`src/rtl/spi_master_multi_if.sv`:
```
// spi_master_multi_if: command and readback bus between the register decoder and the SPI master
interface spi_master_multi_if #(parameter int WIDTH = 16) ();
  logic             wvalid;
  logic             wready;
  logic [2:0]       wchan;
  logic [WIDTH-1:0] wdata;
  logic             rvalid;
  logic [2:0]       rchan;
  logic [WIDTH-1:0] rdata;
  logic             busy;
  modport master (output wvalid, wchan, wdata, input wready, rvalid, rchan, rdata, busy);
  modport slave (input wvalid, wchan, wdata, output wready, rvalid, rchan, rdata, busy);
endinterface

```
`src/rtl/spi_master_multi.sv`:
```
// spi_master_multi: multi-channel SPI master (CPHA 0) with a one-entry command buffer and readback strobe
module spi_master_multi #(
  parameter int NCH    = 2,
  parameter int WIDTH  = 16,
  parameter int HALF   = 1,
  parameter bit CPOL   = 1'b0,
  parameter int CS_GAP = 2
) (
  input  logic           clock,
  input  logic           reset_n,
  spi_master_multi_if.slave bus,
  output logic [NCH-1:0] sck,
  output logic [NCH-1:0] cs_n,
  output logic [NCH-1:0] mosi,
  input  logic [NCH-1:0] miso
);
  localparam int BW = $clog2(WIDTH + 1);
  localparam int GW = $clog2(CS_GAP + 1);
  typedef enum logic [2:0] {IDLE, SETUP, SHIFT, HOLD, GAP} state_t;
  state_t           state;
  logic             pending, trail;
  logic [2:0]       buf_ch, chan;
  logic [WIDTH-1:0] buf_d, shreg;
  logic [NCH-1:0]   sel;
  logic [7:0]       hcnt;
  logic [BW-1:0]    bcnt;
  logic [GW-1:0]    gcnt;
  logic             fire, take, bit_in, last_bit;
  logic [2:0]       nxt_ch;
  logic [WIDTH-1:0] nxt_d;
  logic [NCH-1:0]   nxt_sel;

  assign bus.wready = !pending;
  assign bus.busy   = state != IDLE;

  // A new transfer starts from idle or at the end of the gap; the buffer has priority over the bus.
  // An out-of-range channel gets an all-zero select so it runs the full timing with no pin activity.
  always_comb begin
    fire     = bus.wvalid && !pending;
    take     = (state == IDLE || (state == GAP && gcnt == '0)) && (pending || fire);
    nxt_ch   = pending ? buf_ch : bus.wchan;
    nxt_d    = pending ? buf_d : bus.wdata;
    nxt_sel  = 32'(nxt_ch) < NCH ? NCH'(1) << nxt_ch : '0;
    bit_in   = |(miso & sel);
    last_bit = bcnt == BW'(WIDTH - 1);
  end

  // Transfer FSM; shreg shifts the tx word out and the rx word in, so it ends holding the readback.
  always_ff @(posedge clock or negedge reset_n) begin
    if (!reset_n) begin
      state      <= IDLE;
      pending    <= 1'b0;
      trail      <= 1'b0;
      buf_ch     <= '0;
      buf_d      <= '0;
      chan       <= '0;
      shreg      <= '0;
      sel        <= '0;
      hcnt       <= '0;
      bcnt       <= '0;
      gcnt       <= '0;
      sck        <= {NCH{CPOL}};
      cs_n       <= '1;
      mosi       <= '0;
      bus.rvalid <= 1'b0;
      bus.rchan  <= '0;
      bus.rdata  <= '0;
    end else begin
      bus.rvalid <= 1'b0;
      if (fire && !take) begin
        pending <= 1'b1;
        buf_ch  <= bus.wchan;
        buf_d   <= bus.wdata;
      end else if (take) begin
        pending <= 1'b0;
      end
      if (take) begin
        state <= SETUP;
        chan  <= nxt_ch;
        sel   <= nxt_sel;
        shreg <= nxt_d;
        hcnt  <= 8'(HALF - 1);
        cs_n  <= ~nxt_sel;
        mosi  <= nxt_sel & {NCH{nxt_d[WIDTH-1]}};
      end else begin
        case (state)
          SETUP:
            if (hcnt == '0) begin
              state <= SHIFT;
              trail <= 1'b0;
              bcnt  <= '0;
              hcnt  <= 8'(HALF - 1);
              sck   <= {NCH{CPOL}} ^ sel;
            end else hcnt <= hcnt - 8'd1;
          SHIFT:
            if (hcnt != '0) hcnt <= hcnt - 8'd1;
            else if (!trail) begin
              trail <= 1'b1;
              hcnt  <= 8'(HALF - 1);
              sck   <= {NCH{CPOL}};
              shreg <= {shreg[WIDTH-2:0], bit_in};
              mosi  <= sel & {NCH{shreg[WIDTH-2] && !last_bit}};
            end else if (last_bit) begin
              state <= HOLD;
              hcnt  <= 8'(HALF - 1);
            end else begin
              trail <= 1'b0;
              bcnt  <= bcnt + BW'(1);
              hcnt  <= 8'(HALF - 1);
              sck   <= {NCH{CPOL}} ^ sel;
            end
          HOLD:
            if (hcnt == '0) begin
              state      <= GAP;
              gcnt       <= GW'(CS_GAP - 1);
              cs_n       <= '1;
              mosi       <= '0;
              bus.rvalid <= 1'b1;
              bus.rchan  <= chan;
              bus.rdata  <= |sel ? shreg : '1;
            end else hcnt <= hcnt - 8'd1;
          GAP:
            if (gcnt == '0) state <= IDLE;
            else gcnt <= gcnt - GW'(1);
          default: ;
        endcase
      end
    end
  end
endmodule

```
`src/flat_wrapper.sv`:
```
// flat-port wrapper written by rule: the top's interface ports become plain ports
module spi_master_multi_flat 
#(
  parameter int NCH    = 2,
  parameter int WIDTH  = 16,
  parameter int HALF   = 1,
  parameter bit CPOL   = 1'b0,
  parameter int CS_GAP = 2
)
  (clock, reset_n, sck, cs_n, mosi, miso, bus_wvalid, bus_wchan, bus_wdata, bus_wready, bus_rvalid, bus_rchan, bus_rdata, bus_busy);
  spi_master_multi_if #(.WIDTH(WIDTH)) bus_i ();
  input  logic clock;
  input  logic reset_n;
  output logic [NCH-1:0] sck;
  output logic [NCH-1:0] cs_n;
  output logic [NCH-1:0] mosi;
  input  logic [NCH-1:0] miso;
  input wire logic [$bits(bus_i.wvalid)-1:0] bus_wvalid;
  input wire logic [$bits(bus_i.wchan)-1:0] bus_wchan;
  input wire logic [$bits(bus_i.wdata)-1:0] bus_wdata;
  output wire logic [$bits(bus_i.wready)-1:0] bus_wready;
  output wire logic [$bits(bus_i.rvalid)-1:0] bus_rvalid;
  output wire logic [$bits(bus_i.rchan)-1:0] bus_rchan;
  output wire logic [$bits(bus_i.rdata)-1:0] bus_rdata;
  output wire logic [$bits(bus_i.busy)-1:0] bus_busy;
  assign bus_i.wvalid = bus_wvalid;
  assign bus_i.wchan = bus_wchan;
  assign bus_i.wdata = bus_wdata;
  assign bus_wready = bus_i.wready;
  assign bus_rvalid = bus_i.rvalid;
  assign bus_rchan = bus_i.rchan;
  assign bus_rdata = bus_i.rdata;
  assign bus_busy = bus_i.busy;
  spi_master_multi #(.NCH(NCH), .WIDTH(WIDTH), .HALF(HALF), .CPOL(CPOL), .CS_GAP(CS_GAP)) u_core (.clock(clock), .reset_n(reset_n), .bus(bus_i), .sck(sck), .cs_n(cs_n), .mosi(mosi), .miso(miso));
endmodule
```
`config.mk`:
```
export PLATFORM = sky130hd
export DESIGN_NAME = spi_master_multi_flat
export DESIGN_NICKNAME = d
export VERILOG_FILES = /design/src/rtl/spi_master_multi_if.sv /design/src/rtl/spi_master_multi.sv /design/src/flat_wrapper.sv
export SDC_FILE = /design/constraint.sdc
export NUM_CORES = 1
export LEC_CHECK = 0
export BUFFER_PORTS_ARGS = -buffer_cell sky130_fd_sc_hd__buf_2
export CORE_MARGIN = 2
export CORE_UTILIZATION = 62
export DETAILED_ROUTE_END_ITERATION = 7
export GPL_TIMING_DRIVEN = 0
export PLACE_DENSITY = 0.95
export SLEW_MARGIN = 10
export SYNTH_ARGS = -nofsm -noshare
export SYNTH_HDL_FRONTEND = slang
export SYNTH_SLANG_ARGS = --single-unit
```
`constraint.sdc`:
```
create_clock -name clock -period 6.7 [get_ports clock]
set_clock_uncertainty 0.1 [all_clocks]
set_input_delay 1.005 -clock clock [delete_from_list [all_inputs] [get_ports clock]]
set_output_delay 1.005 -clock clock [all_outputs]
set_load 0.01 [all_outputs]
```
# Word-level counts from Yosys, hierarchy flattened
# Cells that the tools add are included.
[totals]
rom_bits = 0
inputBits = 24
reg_bits = 86
ramBits = 0
mem_count = 0
word_cells = 137
latch_bits = 0
[op_classes]
n_reduce_logical = 36
eq_ne = 22
mux = 52
div_mod_pow = 0
n_bitwise = 5
n_shift = 1
addsub = 3
multipliers = 0
n_lt_le_gt_ge = 1
[op_table]
columns = ["op", "count"]
rows = [
  ["$mux W16", 6],
  ["$mux W8", 4],
  ["$mux W2", 14],
  ["$mux W3", 8],
  ["$pmux W8 S3", 1],
  ["$mux W5", 4],
  ["$ne A3 B1 Y1 const B", 4],
  ["$pmux W2 S2", 3],
  ["$pmux W3 S4", 1],
  ["$reduce_and A4 Y1", 3],
  ["$reduce_bool A2 Y1", 6],
  ["$pmux W5 S2", 1],
  ["$mux W1", 9],
  ["$ne A3 B2 Y1 const B", 3],
  ["$logic_not A8 Y1", 1],
  ["$ne A2 B1 Y1 const B", 4],
  ["$ne A2 B2 Y1 const B", 4],
  ["$reduce_bool A8 Y1", 1],
  ["$sub A8 B1 Y8 const B", 1],
  ["$reduce_and A7 Y1", 1],
  ["$and A2 B2 Y2", 3],
  ["$eq A3 B2 Y1 const B", 2],
  ["$ne A3 B3 Y1 const B", 2],
  ["$reduce_and A3 Y1", 2],
  ["other kinds (22)", 32],
]

# Longest topological paths before layout
# Gate-level depths: netlist of run 1.
[logic_depth]
word_depth = 8
ltp_mapped = 9

# Worst setup path after synthesis of run 1
# OpenSTA, ideal clock, no wires.
[synth_path]
path_kind = "input -> register"
from = "input bus_wvalid"
to = "register u_core.shreg[11]"
arrival_ns = 2.080
setup_ns = 0.125
cell_stages = 6
slack_ns = 4.395
path_cell_list = "nor2_1 nor3_2 a21o_1 buf_2 buf_4 mux2_2"
[synth_via]
elab_chain_cells = 5
elab_cells_between_ends = 8
classes_between = "2 x eq/ne; 1 x mux; 5 x reduce/logical"
[synth_rtl]
columns = ["element", "line_no", "rtl"]
rows = [
  ["start: declaration", "flat_wrapper.sv:18", "input wire logic [$bits(bus_i.wvalid)-1:0] bus_wvalid;"],
  ["$logic_and A1 B1 Y1 (*)", "spi_master_multi.sv:39", "fire = bus.wvalid && !pending;"],
  ["$logic_or A1 B1 Y1 (*)", "spi_master_multi.sv:40", "take = (state == IDLE || (state == GAP && gcnt == '0)) && (pending || fire);"],
  ["$logic_and A1 B1 Y1 (*)", "spi_master_multi.sv:40", ""],
  ["$ne A2 B2 Y1 (no source line) (tied with other cells)", "--", ""],
  ["$reduce_and A3 Y1 (no source line)", "--", ""],
  ["end signal: assignment", "spi_master_multi.sv:81", "shreg <= nxt_d;"],
  ["end signal: assignment", "spi_master_multi.sv:101", "shreg <= {shreg[WIDTH-2:0], bit_in};"],
  ["end: declaration", "spi_master_multi.sv:23", "logic [WIDTH-1:0] buf_d, shreg;"],
]
# Mark *: on every way between the ends. The rest lies on a longest branch, timed or not.
# A chain may end at the register's enable or synchronous reset.

# Worst setup path after layout of run 1
[layout_path]
from = "register u_core.pending"
to = "output bus_wready"
[layout_via]
elab_chain_cells = 1
[layout_rtl]
columns = ["element", "line_no", "rtl"]
rows = [
  ["start: declaration", "spi_master_multi.sv:21", "logic pending, trail;"],
  ["start signal: assignment", "spi_master_multi.sv:52", "pending <= 1'b0;"],
  ["start signal: assignment", "spi_master_multi.sv:71", "pending <= 1'b1;"],
  ["start signal: assignment", "spi_master_multi.sv:75", "pending <= 1'b0;"],
  ["$logic_not A1 Y1", "spi_master_multi.sv:33", "assign bus.wready = !pending;"],
  ["end: declaration", "flat_wrapper.sv:21", "output wire logic [$bits(bus_i.wready)-1:0] bus_wready;"],
]
# Every way passes these cells.

==> results of run 1 <==
## layer usage
layer | wire, um | GRT usage [%] | vias up
li1 | - | - | 1511
met1 | 4278 | 39.56 | 1585
met2 | 4277 | 40.07 | 153
met3 | 652 | 3.905 | 18
met4 | 204 | 11.65 | 0
met5 | 0 | 0 | -
## cell type report
type	count	share of cell area [%]
multi-input cells	263	39.37
repair buffers	52	5.980
clock buffers	9	2.596
plain buffers	19	2.229
flip-flops and latches	86	45.16
well taps	80	2.098
inverters	17	1.338
clock inverters	7	1.233
## report_power, final
| part | switching (uW) | internal, uW | leakage, uW |
|---|---|---|---|
| clock network | 200 | 140 | 0.0000917 |
| registers | 156 | 749 | 0.00107 |
| logic | 553 | 458 | 0.00114 |
## kinds of logic after synthesis
kind of cell    Yosys count
compound gates           73
simple gates            110
buf+inv                  36
mux                      73
xor+xnor                  3
flops                    86
fa+ha+maj                 4
## flip-flops by register name, indices dropped and copies added (netlist names), 3 cells and up
name and count:
u_core.buf_d 16, u_core.bus.rdata 16, u_core.shreg 16, u_core.hcnt 8, u_core.bcnt 5, u_core.buf_ch 3
u_core.bus.rchan 3, u_core.chan 3, u_core.state 3
## per-stage QoR
step	instance area, um^2	setup slack [ns]
2_1_floorplan	4203	4.395
3_3_place_gp	4558	3.874
3_5_place_dp	4588	3.801
4_1_cts	4771	3.857
5_1_grt	4771	3.749
6_report	4771	3.857
## synthesized netlist by cell type (4+ instances only)
master | number | area share [%]
clkbuf_1 | 4 | 0.36
or4_1 | 4 | 0.71
ha_1 | 4 | 1.2
nor2_1 | 11 | 0.98
dfrtp_1 | 84 | 50
a31oi_1 | 4 | 0.60
buf_2 | 10 | 1.2
or3_1 | 5 | 0.74
mux2i_1 | 33 | 7.9
a21oi_1 | 12 | 1.4
nor3b_1 | 4 | 0.71
mux2_2 | 40 | 11
inv_1 | 16 | 1.4
o21ai_0 | 30 | 3.6
nand2_1 | 54 | 4.8
## how the worst max path moves through the flow
stage,from,cells past startpoint,slack [ns],end
2_1_floorplan,bus_wvalid,6,4.40,u_core.shreg[11]
3_3_place_gp,reset_n,1,3.87,u_core.bus.rdata[11]
3_5_place_dp,bus_wvalid,6,3.80,u_core.hcnt[5]
4_1_cts,u_core.state[0],4,3.86,bus_busy
5_1_grt,u_core.pending,5,3.75,bus_wready
6_report,u_core.pending,5,3.86,bus_wready
## worst max-delay path, delay by kind of cell, from the launching register on
kind / cells / cell delay, ns
buf+inv: 5 / 1.04
flops: 1 / 0.33
## layout by cell type, fill, tap and decap left out, drive strengths merged, types with 2 or more instances in the layout
cell type and count:
nor3b 4, nor3 3, o31ai 2, nor2b 3
a21o 3, or3 5, a211o 2, buf 67
o22ai 3, clkbuf 13, dfstp 2, a31oi 4
clkinv 4, inv 19, nand2b 3, o32a 2
o32ai 2, o21ai 30, nand4 3, mux2 40
ha 4, nand3 3, dfrtp 84, nor2 11
o2bb2ai 2, a21oi 12, or3b 3, xnor2 2
nand2 54, or4 4, and3 2, mux2i 33
nand3b 2, or2 3, nor4 2
==> flow_metrics.py, run 1 <==
metrics = {
    "status": {
        "status": "finished clean",
    },
    "global_route": {
        "grt_start_max_net_pins": 59,
        "antenna_found_initial": 0,
        "grt_pass1_wl_um": 15420,
        "grt-ovfl-total": 0,
        "first_global_vias": 3108,
        "grt_usage_pct": 26.88,
    },
    "cells_and_area": {
        "seq_area_mm2": 0.002155,
        "fin_util_pct": 71.40,
        "multi_input_area_mm2": 0.001878,
        "antenna_cells": 0,
        "layout.cells.non_filler": 533,
        "layout.nets": 476,
        "fillers": 444,
        "drive_gt1_share_pct": 29.58,
        "area_growth_syn_to_layout_pct": 13.52,
    },
    "route": {
        "vias": 3267,
        "drtIter0Drc": 302,
        "drtPass1Iterations": 5,
        "drc": 0,
        "post_drt_wl_per_cell_um": 17.66,
        "postRouteAntennaNets": 0,
        "wl_um": 9411,
        "via_per_inst": 6.129,
    },
    "setup_path": {
        "r2r_start": "u_core.state[0]",
        "cp.required_ns": 5.59,
        "endpoint_kind": "output port",
        "critPathSlowestCell": "buf_2",
        "critPathMaxStageDelay_ns": 0.34,
        "path_class": "flip-flop to output port",
        "cp-start-kind": "flip-flop",
        "crit_path_cell_trace": "buf_2, buf_2, buf_2, inv_1, buf_2",
        "critPathMostFrequentCell": "buf_2",
        "cp.arrival_ns": 1.74,
        "reg2reg_to": "u_core.hcnt[5]",
        "reg2reg_slack_ns": 4.06,
        "cp_max_fo": 10,
        "rr_worst_depth": 5,
    },
    "floorplan": {
        "die_area_mm2": 0.007453,
        "start_util_pct": 62.90,
        "num_rows": 30,
        "die_width_um": 86.33,
        "core_mm2": 0.006681,
        "die_h_um": 86.33,
        "io-pin-count": 52,
    },
    "placement": {
        "gp_congestion": 0.8820,
        "io_buffers": 51,
        "hpwlAfterDp_um": 6855,
        "place_inst": 517,
    },
    "sta": {
        "period_minus_slack_ns": 2.843,
        "period_share_pct": 42.43,
        "tightestPinTransition_ns": 0.7656,
        "rsz0062_at_grt": "false",
        "hold_viol": 0,
        "setup_violations": 0,
        "fin_tns_setup_ns": 0,
        "worst_hold_slack_ns": 0.3698,
        "relSlewSlack_pct": 48.96,
        "fmax_mhz": 351.7,
        "maxSlewViolCount": 0,
    },
    "yosys": {
        "synth-compound-area-share_pct": 10.93,
        "synthCells": 385,
        "synth_fa_ha_area_share_pct": 1.191,
        "synth_xor_area_share_pct": 0.6252,
        "async_flop_share_pct": 100.0,
        "syn-cell-area_mm2": 0.004203,
        "synthFlopType": "dfrtp_1",
        "seq_area_frac_synth_pct": 51.27,
        "ys_ff_latch": 86,
        "synth_warnings": 0,
        "synth.distinct_cells": 59,
        "synthMuxAreaShare_pct": 18.58,
        "synth_edf_count": 0,
        "synth-simple-area-share_pct": 13.37,
        "synth_fp_nets": 413,
        "synth_top_family_by_area": "multiplexers",
        "avgSynthCellArea_um2": 10.92,
    },
    "clock_tree": {
        "cts_buffer_depth": 2,
        "ctsHtreeMaxLevel": 3,
        "post_cts_buffers": 0,
        "cts_buffers": 9,
        "clkSinkCount": 86,
        "clock_latency_ns": 0.36,
        "root_buffer": "clkbuf_8",
        "post_cts_resized": 0,
        "cts_tree": "yes",
        "clk_pin_slew_worst_paths_ns": 0.09,
        "ctsHoldBuffers": 0,
    },
    "pwr": {
        "p_per_area_mw_per_mm2": 472.7,
        "ir_drop_v": 0.0002733,
        "p_leak_uw": 0.002304,
        "power.total_uw": 2255,
    },
    "min_path": {
        "hold_path_startpoint": "u_core.bus.rdata[9]",
        "hp-class": "flip-flop to flip-flop",
        "hold_depth": 2,
        "hold_end": "u_core.bus.rdata[9]",
    },
    "run": {
        "maxCapViolCount": 0,
    },
}
Power figures use the tool's default switching activity.
==> inputs of run 2 (changes only) <==
--- a/config.mk
+++ b/config.mk
@@ -5,12 +5,13 @@
 export SDC_FILE = /design/constraint.sdc
 export NUM_CORES = 1
 export LEC_CHECK = 0
+export ABC_AREA = 1
 export BUFFER_PORTS_ARGS = -buffer_cell sky130_fd_sc_hd__buf_2
 export CORE_MARGIN = 2
-export CORE_UTILIZATION = 62
+export CORE_UTILIZATION = 53
 export DETAILED_ROUTE_END_ITERATION = 7
 export GPL_TIMING_DRIVEN = 0
-export PLACE_DENSITY = 0.95
+export PLACE_DENSITY = 0.88
 export SLEW_MARGIN = 10
 export SYNTH_ARGS = -nofsm -noshare
 export SYNTH_HDL_FRONTEND = slang
==> constraint.sdc (replaced) <==
create_clock -name clock -period 2.35 [get_ports clock]
set_clock_uncertainty 0.1 [all_clocks]
set_input_delay 0.3525 -clock clock [delete_from_list [all_inputs] [get_ports clock]]
set_output_delay 0.3525 -clock clock [all_outputs]
set_load 0.01 [all_outputs]
==> run 2 against run 1 <==
Against the previous run: count of clock-buffer cells in the layout is 1 higher; core utilization down 9.5 points; highest routed layer unchanged; sequential power increased to 2.8 times the previous value; critical path depth up 5; largest power group unchanged; register-to-register slack got worse by 3.7 ns; clock power grew to 3.3 times the previous value; sequential share of layout area shrank 2.1 points.
==> flow_metrics.py, run 2 <==
metrics = {
    "clock_tree": {
        "clock_latency_ns": 0.36,
        "cts_buffer_depth": 2,
        "cts_tree": "yes",
        "root_buffer": "clkbuf_8",
        "clk_pin_slew_worst_paths_ns": 0.08,
        "cts_buffers": 9,
        "ctsHtreeMaxLevel": 3,
        "clkSinkCount": 86,
    },
    "setup_path": {
        "reg2reg_to": "u_core.bcnt[0]",
        "endpoint_kind": "flip-flop",
        "path_buf_inv": 3,
        "cp.required_ns": 2.50,
        "path_class": "flip-flop to flip-flop",
        "critPathMaxStageDelay_ns": 0.39,
        "cp-start-kind": "flip-flop",
        "rr_worst_depth": 10,
        "cp_num_cells": 10,
        "cp_max_fo": 10,
        "reg2reg_slack_ns": 0.36,
        "critical-path-top-delay-family": "simple AND/OR/NAND/NOR gates",
        "cp.arrival_ns": 2.14,
        "critPathSlowestCell": "dfrtp_1",
        "crit_path_cell_trace": "inv_1, ha_1, nand3_2, nor2_4, buf_4, nand2_1, nor2_2, nand2_1, o21ai_1, inv_1",
        "r2r_start": "u_core.hcnt[0]",
    },
    "sta": {
        "tightestPinTransition_ns": 0.6235,
        "fmax_mhz": 503.7,
        "period_share_pct": 84.48,
        "relSlewSlack_pct": 58.44,
        "maxSlewViolCount": 0,
        "period_minus_slack_ns": 1.985,
        "setup_violations": 0,
        "hold_viol": 0,
        "rsz0062_at_grt": "false",
        "fin_tns_setup_ns": 0,
    },
    "pwr": {
        "ir_drop_v": 0.0006965,
        "p_comb_share_pct": 47.6,
        "p_switching_uw": 3067,
        "internal_power_uw": 3865,
        "p_per_area_mw_per_mm2": 1384,
        "switching_share_pct": 44.25,
        "power_frac_seq_pct": 36.2,
        "p_leak_uw": 0.002644,
        "power.share.clock_pct": 16.2,
    },
    "cells_and_area": {
        "area_growth_syn_to_layout_pct": 14.40,
        "layout.cells.non_filler": 737,
        "antenna_cells": 0,
        "drive_gt1_share_pct": 17.72,
        "final_cell_mix": "165 x nand2_1, 84 x dfrtp_1, 78 x o21ai_0",
        "layout_top_registers": "u_core.buf_d: 16 flops, u_core.bus.rdata: 16 flops, u_core.shreg: 16 flops",
        "final_common_cell": "nand2_1",
        "layout.nets": 656,
    },
    "route": {
        "drtPass1Iterations": 5,
        "wl_um": 9583,
        "drc": 0,
        "drtIter0Drc": 244,
        "via_per_inst": 5.182,
        "post_drt_wl_per_cell_um": 13.00,
        "postRouteAntennaNets": 0,
        "vias": 3819,
    },
    "yosys": {
        "synthCells": 564,
        "synth_common_cells": "165 x nand2_1, 84 x dfrtp_1, 78 x o21ai_0, 72 x inv_1, 41 x nor2_1",
        "syn-cell-area_mm2": 0.004378,
        "yosys-top-cells-area": "dfrtp_1 48%, nand2_1 14%, o21ai_0 8.9%",
        "synth_warnings": 0,
        "async_flop_share_pct": 100.0,
        "yosysMostFrequentCell": "nand2_1",
        "synth_top_area_share_pct": 48.01,
        "synth_fp_nets": 592,
        "synth_edf_count": 0,
        "avgSynthCellArea_um2": 7.762,
        "seq_area_frac_synth_pct": 49.21,
        "yosysTopAreaCell": "dfrtp_1",
        "ys_ff_latch": 86,
        "synthFlopType": "dfrtp_1",
        "synth.distinct_cells": 33,
    },
    "min_path": {
        "hp-class": "primary input to flip-flop",
        "hold_path_startpoint": "bus_wchan[2]",
        "hold_end": "u_core.buf_ch[2]",
        "hold_depth": 3,
    },
    "run": {
        "maxCapViolCount": 0,
    },
    "placement": {
        "gp_congestion": 0.9094,
        "io_buffers": 51,
        "place_inst": 721,
        "hpwlAfterDp_um": 7186,
    },
    "global_route": {
        "grt_usage_pct": 23.77,
        "first_global_vias": 3665,
        "grt_pass1_wl_um": 16670,
        "grt_start_max_net_pins": 49,
        "antenna_found_initial": 0,
        "grt-ovfl-total": 0,
    },
    "floorplan": {
        "core_mm2": 0.008093,
        "die_width_um": 94.89,
        "io-pin-count": 52,
        "die_h_um": 94.89,
        "num_rows": 33,
        "die_area_mm2": 0.009003,
        "start_util_pct": 54.10,
    },
    "status": {
        "status": "finished clean",
    },
}
[run 2: cell count changes in the layout (fill, tap and decap cells not counted), moves of 7 or more]
cell,delta
nand2_1,+111
inv_1,+56
o21ai_0,+48
mux2_2,-40
mux2i_1,-33
nor2_1,+30
o21ai_1,+28
nand3_1,+16
a21oi_1,-7
[run 2: worst max path at each step]
stage	slack, ns	to	start
finish	0.36	u_core.bcnt[0]	u_core.hcnt[0]
global route	0.14	u_core.bcnt[0]	u_core.hcnt[0]
global placement	0.18	u_core.bus.rvalid	reset_n
CTS	0.38	u_core.bcnt[0]	u_core.hcnt[0]
floorplan	0.61	u_core.bcnt[0]	u_core.hcnt[0]
detailed placement	0.39	u_core.state[2]	u_core.hcnt[0]
[run 2: tightest hold or removal path, stage by stage]
cell     delay [ns]
buf_2          0.09
inv_1          0.05
o21ai_1        0.06
[run 2: power groups by stage]
stage,Clock (uW),Sequential [uW],Combinational (uW)
floorplan,0,2530,2350
global placement,0,2490,3140
detailed placement,0,2530,3260
CTS,1140,2500,3290
global route,1200,2590,3770
finish,1120,2510,3300
[run 2: per-stage QoR]
stage / hold WS, ns / utilization [%] / setup WS, ns / total power (uW) / area, um^2
6_report: 0.1423 / 61.89 / 0.3648 / 6933 / 5009
5_1_grt: 0.1429 / 61.89 / 0.1413 / 7562 / 5009
4_1_cts: 0.1296 / 61.89 / 0.3807 / 6934 / 5009
3_5_place_dp: 0.3027 / 59.15 / 0.3935 / 5793 / 4787
3_3_place_gp: 0.3568 / 58.87 / 0.1768 / 5622 / 4765
2_1_floorplan: -0.04309 / - / 0.6138 / 4883 / 4378
[run 2: cells by family after synthesis]
| family | after synthesis | share of synthesized area (%) |
|---|---|---|
| XOR/XNOR | 2 | 0.4002 |
| AND/OR/NAND/NOR | 251 | 24.81 |
| adder cells (fa/ha/maj) | 4 | 1.143 |
| buffers and inverters | 101 | 9.888 |
| flip-flops | 86 | 49.21 |
| AO/OA/AOI/OAI | 120 | 14.55 |
[run 2: cell type report]
cell class	instances	area, um^2
buffer	22	131.4
sequential	86	2155
tap	105	131.4
clock buffer	10	127.6
multi-input combinational	377	1790
fill	700	3084
inverter	79	301.5
clock inverter	5	83.83
timing repair buffer	53	287.8
[run 2: metal layers]
layer | track usage [%] | vias up | part of all wire (%)
met5 | 0 | - | 0
met4 | 10.99 | 0 | 2.5
met3 | 2.953 | 18 | 3.8
met2 | 39.48 | 103 | 48
met1 | 31.12 | 1794 | 45
li1 | - | 1904 | -
[run 2: repair_timing]
item	in CTS	in global routing
resized for setup	0	0
hold endpoints to repair	45	0
setup endpoints to repair	0	0
buffers inserted	0	0
hold buffers	1	0
==> inputs of run 3 (changes only) <==
==> constraint.sdc (replaced) <==
create_clock -name clock -period 1.8 [get_ports clock]
set_clock_uncertainty 0.1 [all_clocks]
set_input_delay 0.27 -clock clock [delete_from_list [all_inputs] [get_ports clock]]
set_output_delay 0.27 -clock clock [all_outputs]
set_load 0.01 [all_outputs]
==> run 3 against run 2 <==
Against the previous run: the flow now finishes with violations (DRC, setup timing); final cell count rose by 2.8%; clock power rose by 32%; count of clock-buffer cells in the layout did not move; sequential cell count did not move.
==> flow_metrics.py, run 3 (same netlist as run 2, synthesis figures left out) <==
metrics = {
    "setup_path": {
        "cp-start-kind": "flip-flop",
        "rr_worst_depth": 10,
        "cp.required_ns": 1.99,
        "cp_max_fo": 4,
        "cp.arrival_ns": 2.07,
        "reg2reg_to": "u_core.sck[1]",
        "reg2reg_slack_ns": -0.09,
        "path_class": "flip-flop to flip-flop",
        "crit_path_cell_trace": "ha_4, nand2_2, nor2_4, ha_4, inv_1, nor2_4, nand2_1, o211ai_1, nand2_1, o21ai_1",
        "endpoint_kind": "flip-flop",
        "critPathSlowestCell": "dfrtp_1",
        "critPathMaxStageDelay_ns": 0.45,
        "r2r_start": "u_core.bcnt[1]",
    },
    "sta": {
        "period_minus_slack_ns": 1.885,
        "rsz0062_at_grt": "true",
        "setup_violations": 7,
        "fmax_mhz": 530.4,
        "hold_viol": 0,
        "tightestPinTransition_ns": 0.6299,
        "maxSlewViolCount": 0,
        "setup_slack_ns": -0.08531,
        "period_share_pct": 104.7,
        "relSlewSlack_pct": 58.00,
    },
    "clock_tree": {
        "root_buffer": "clkbuf_8",
        "cts_buffers": 9,
        "cts_tree": "yes",
        "clkSinkCount": 86,
        "ctsHtreeMaxLevel": 3,
        "clock_latency_ns": 0.36,
        "clk_pin_slew_worst_paths_ns": 0.08,
        "cts_buffer_depth": 2,
    },
    "route": {
        "wl_um": 11510,
        "drtIter0Drc": 336,
        "vias": 4178,
        "postRouteAntennaNets": 0,
        "drtPass1Iterations": 7,
        "via_per_inst": 5.512,
        "drc": 1,
        "post_drt_wl_per_cell_um": 15.19,
    },
    "placement": {
        "detailedPlace.worstSlack_ns": -0.1565,
        "place_inst": 721,
        "gp_congestion": 0.9094,
        "io_buffers": 51,
        "hpwlAfterDp_um": 7186,
    },
    "pwr": {
        "ir_drop_v": 0.0009616,
        "p_per_area_mw_per_mm2": 1882,
        "switching_share_pct": 45.09,
        "power.share.clock_pct": 14.7,
        "p_comb_share_pct": 52.2,
        "p_leak_uw": 0.002771,
        "power.total_uw": 10080,
        "power_frac_seq_pct": 33.2,
        "internal_power_uw": 5535,
        "p_switching_uw": 4546,
    },
    "global_route": {
        "grt_pass1_wl_um": 17220,
        "first_global_vias": 3750,
        "grt-ovfl-total": 0,
        "antenna_found_initial": 0,
        "grt_start_max_net_pins": 49,
        "grt_usage_pct": 24.61,
    },
    "cells_and_area": {
        "area_growth_syn_to_layout_pct": 22.38,
        "antenna_cells": 0,
        "drive_gt1_share_pct": 26.03,
        "layout.cells.non_filler": 758,
        "final_common_cell": "nand2_1",
        "fillers": 614,
        "layout_top_registers": "u_core.buf_d: 16 flops, u_core.bus.rdata: 16 flops, u_core.shreg: 16 flops",
        "layout.nets": 677,
        "final_cell_mix": "157 x nand2_1, 81 x dfrtp_1, 68 x o21ai_0",
    },
    "min_path": {
        "hold_end": "u_core.buf_d[15]",
        "hold_path_startpoint": "bus_wdata[15]",
        "hold_depth": 3,
        "hp-class": "primary input to flip-flop",
    },
    "floorplan": {
        "io-pin-count": 52,
        "die_width_um": 94.89,
        "die_h_um": 94.89,
        "core_mm2": 0.008093,
        "die_area_mm2": 0.009003,
        "start_util_pct": 54.10,
        "num_rows": 33,
    },
    "run": {
        "maxCapViolCount": 0,
    },
    "status": {
        "status": "finished, violations left",
        "violations": "DRC, setup timing",
    },
}
[run 3: how the worst max path moves through the flow]
stage	from	end	slack, ns	depth (start not counted)
detailed placement	u_core.hcnt[0]	u_core.state[2]	-0.16	10
CTS	u_core.state[1]	u_core.shreg[14]	0.003	7
finish	u_core.bcnt[1]	u_core.sck[1]	-0.09	10
global route	u_core.bcnt[1]	u_core.sck[1]	-0.13	10
global placement	reset_n	u_core.bus.rvalid	-0.29	1
floorplan	u_core.hcnt[0]	u_core.bcnt[0]	0.06	10
[run 3: power groups by stage]
| stage | sequential, uW | combinational (uW) | clock (uW) |
|---|---|---|---|
| 5_1_grt | 3420 | 5820 | 1570 |
| 3_3_place_gp | 3250 | 4090 | 0 |
| 3_5_place_dp | 3300 | 4260 | 0 |
| 2_1_floorplan | 3310 | 3070 | 0 |
| 6_report | 3340 | 5260 | 1480 |
| 4_1_cts | 3260 | 4480 | 1490 |
[run 3: final cells by class]
cell class                 instances  area, um^2  area share [%]
timing repair buffer              74       452.9           8.454
sequential                        86        2158           40.28
tap                              105       131.4           2.452
clock inverter                     5       83.83           1.565
clock buffer                      10       127.6           2.382
multi-input combinational        377        1938           36.17
inverter                          79       309.0           5.768
buffer                            22       156.4           2.919
[run 3: worst max-delay path: cells and delay by family, from the launching register on]
kind | cells | cell delay (ns)
DFF | 1 | 0.45
buffers and inverters | 1 | 0.07
adders and majority gates | 2 | 0.36
AOI/OAI and AO/OA | 2 | 0.29
and+or+nand+nor | 5 | 0.56
[run 3: stage by stage]
step	setup TNS (ns)	instance area, um^2	util [%]	hold slack [ns]
after floorplan	0	4378	-	-0.1256
after global placement	-24.65	4765	58.87	0.3568
after detailed placement	-2.752	4787	59.15	0.2202
after CTS	0	5092	62.93	0.04705
after global routing	-2.089	5358	66.20	0.06025
final	-0.3398	5358	66.20	0.05596
[run 3: per-layer routing]
metal  vias to the layer above  share of wire [%]  wire length, um  GRT usage [%]
li1                       1943                  -                -              -
met1                      1967                 40             4629          32.18
met2                       214                 49             5609          39.89
met3                        54                6.4              734          3.192
met4                         0                4.7              541          13.29
met5                         -                  0                0              0
[run 3: timing repair]
action,4_1_cts,5_1_grt
endpoints found under the hold margin,45,0
buffers inserted,6,15
cloned,0,0
gates resized for setup,13,59
endpoints found under the setup margin,50,67
hold buffers,1,0
pin swaps,6,25
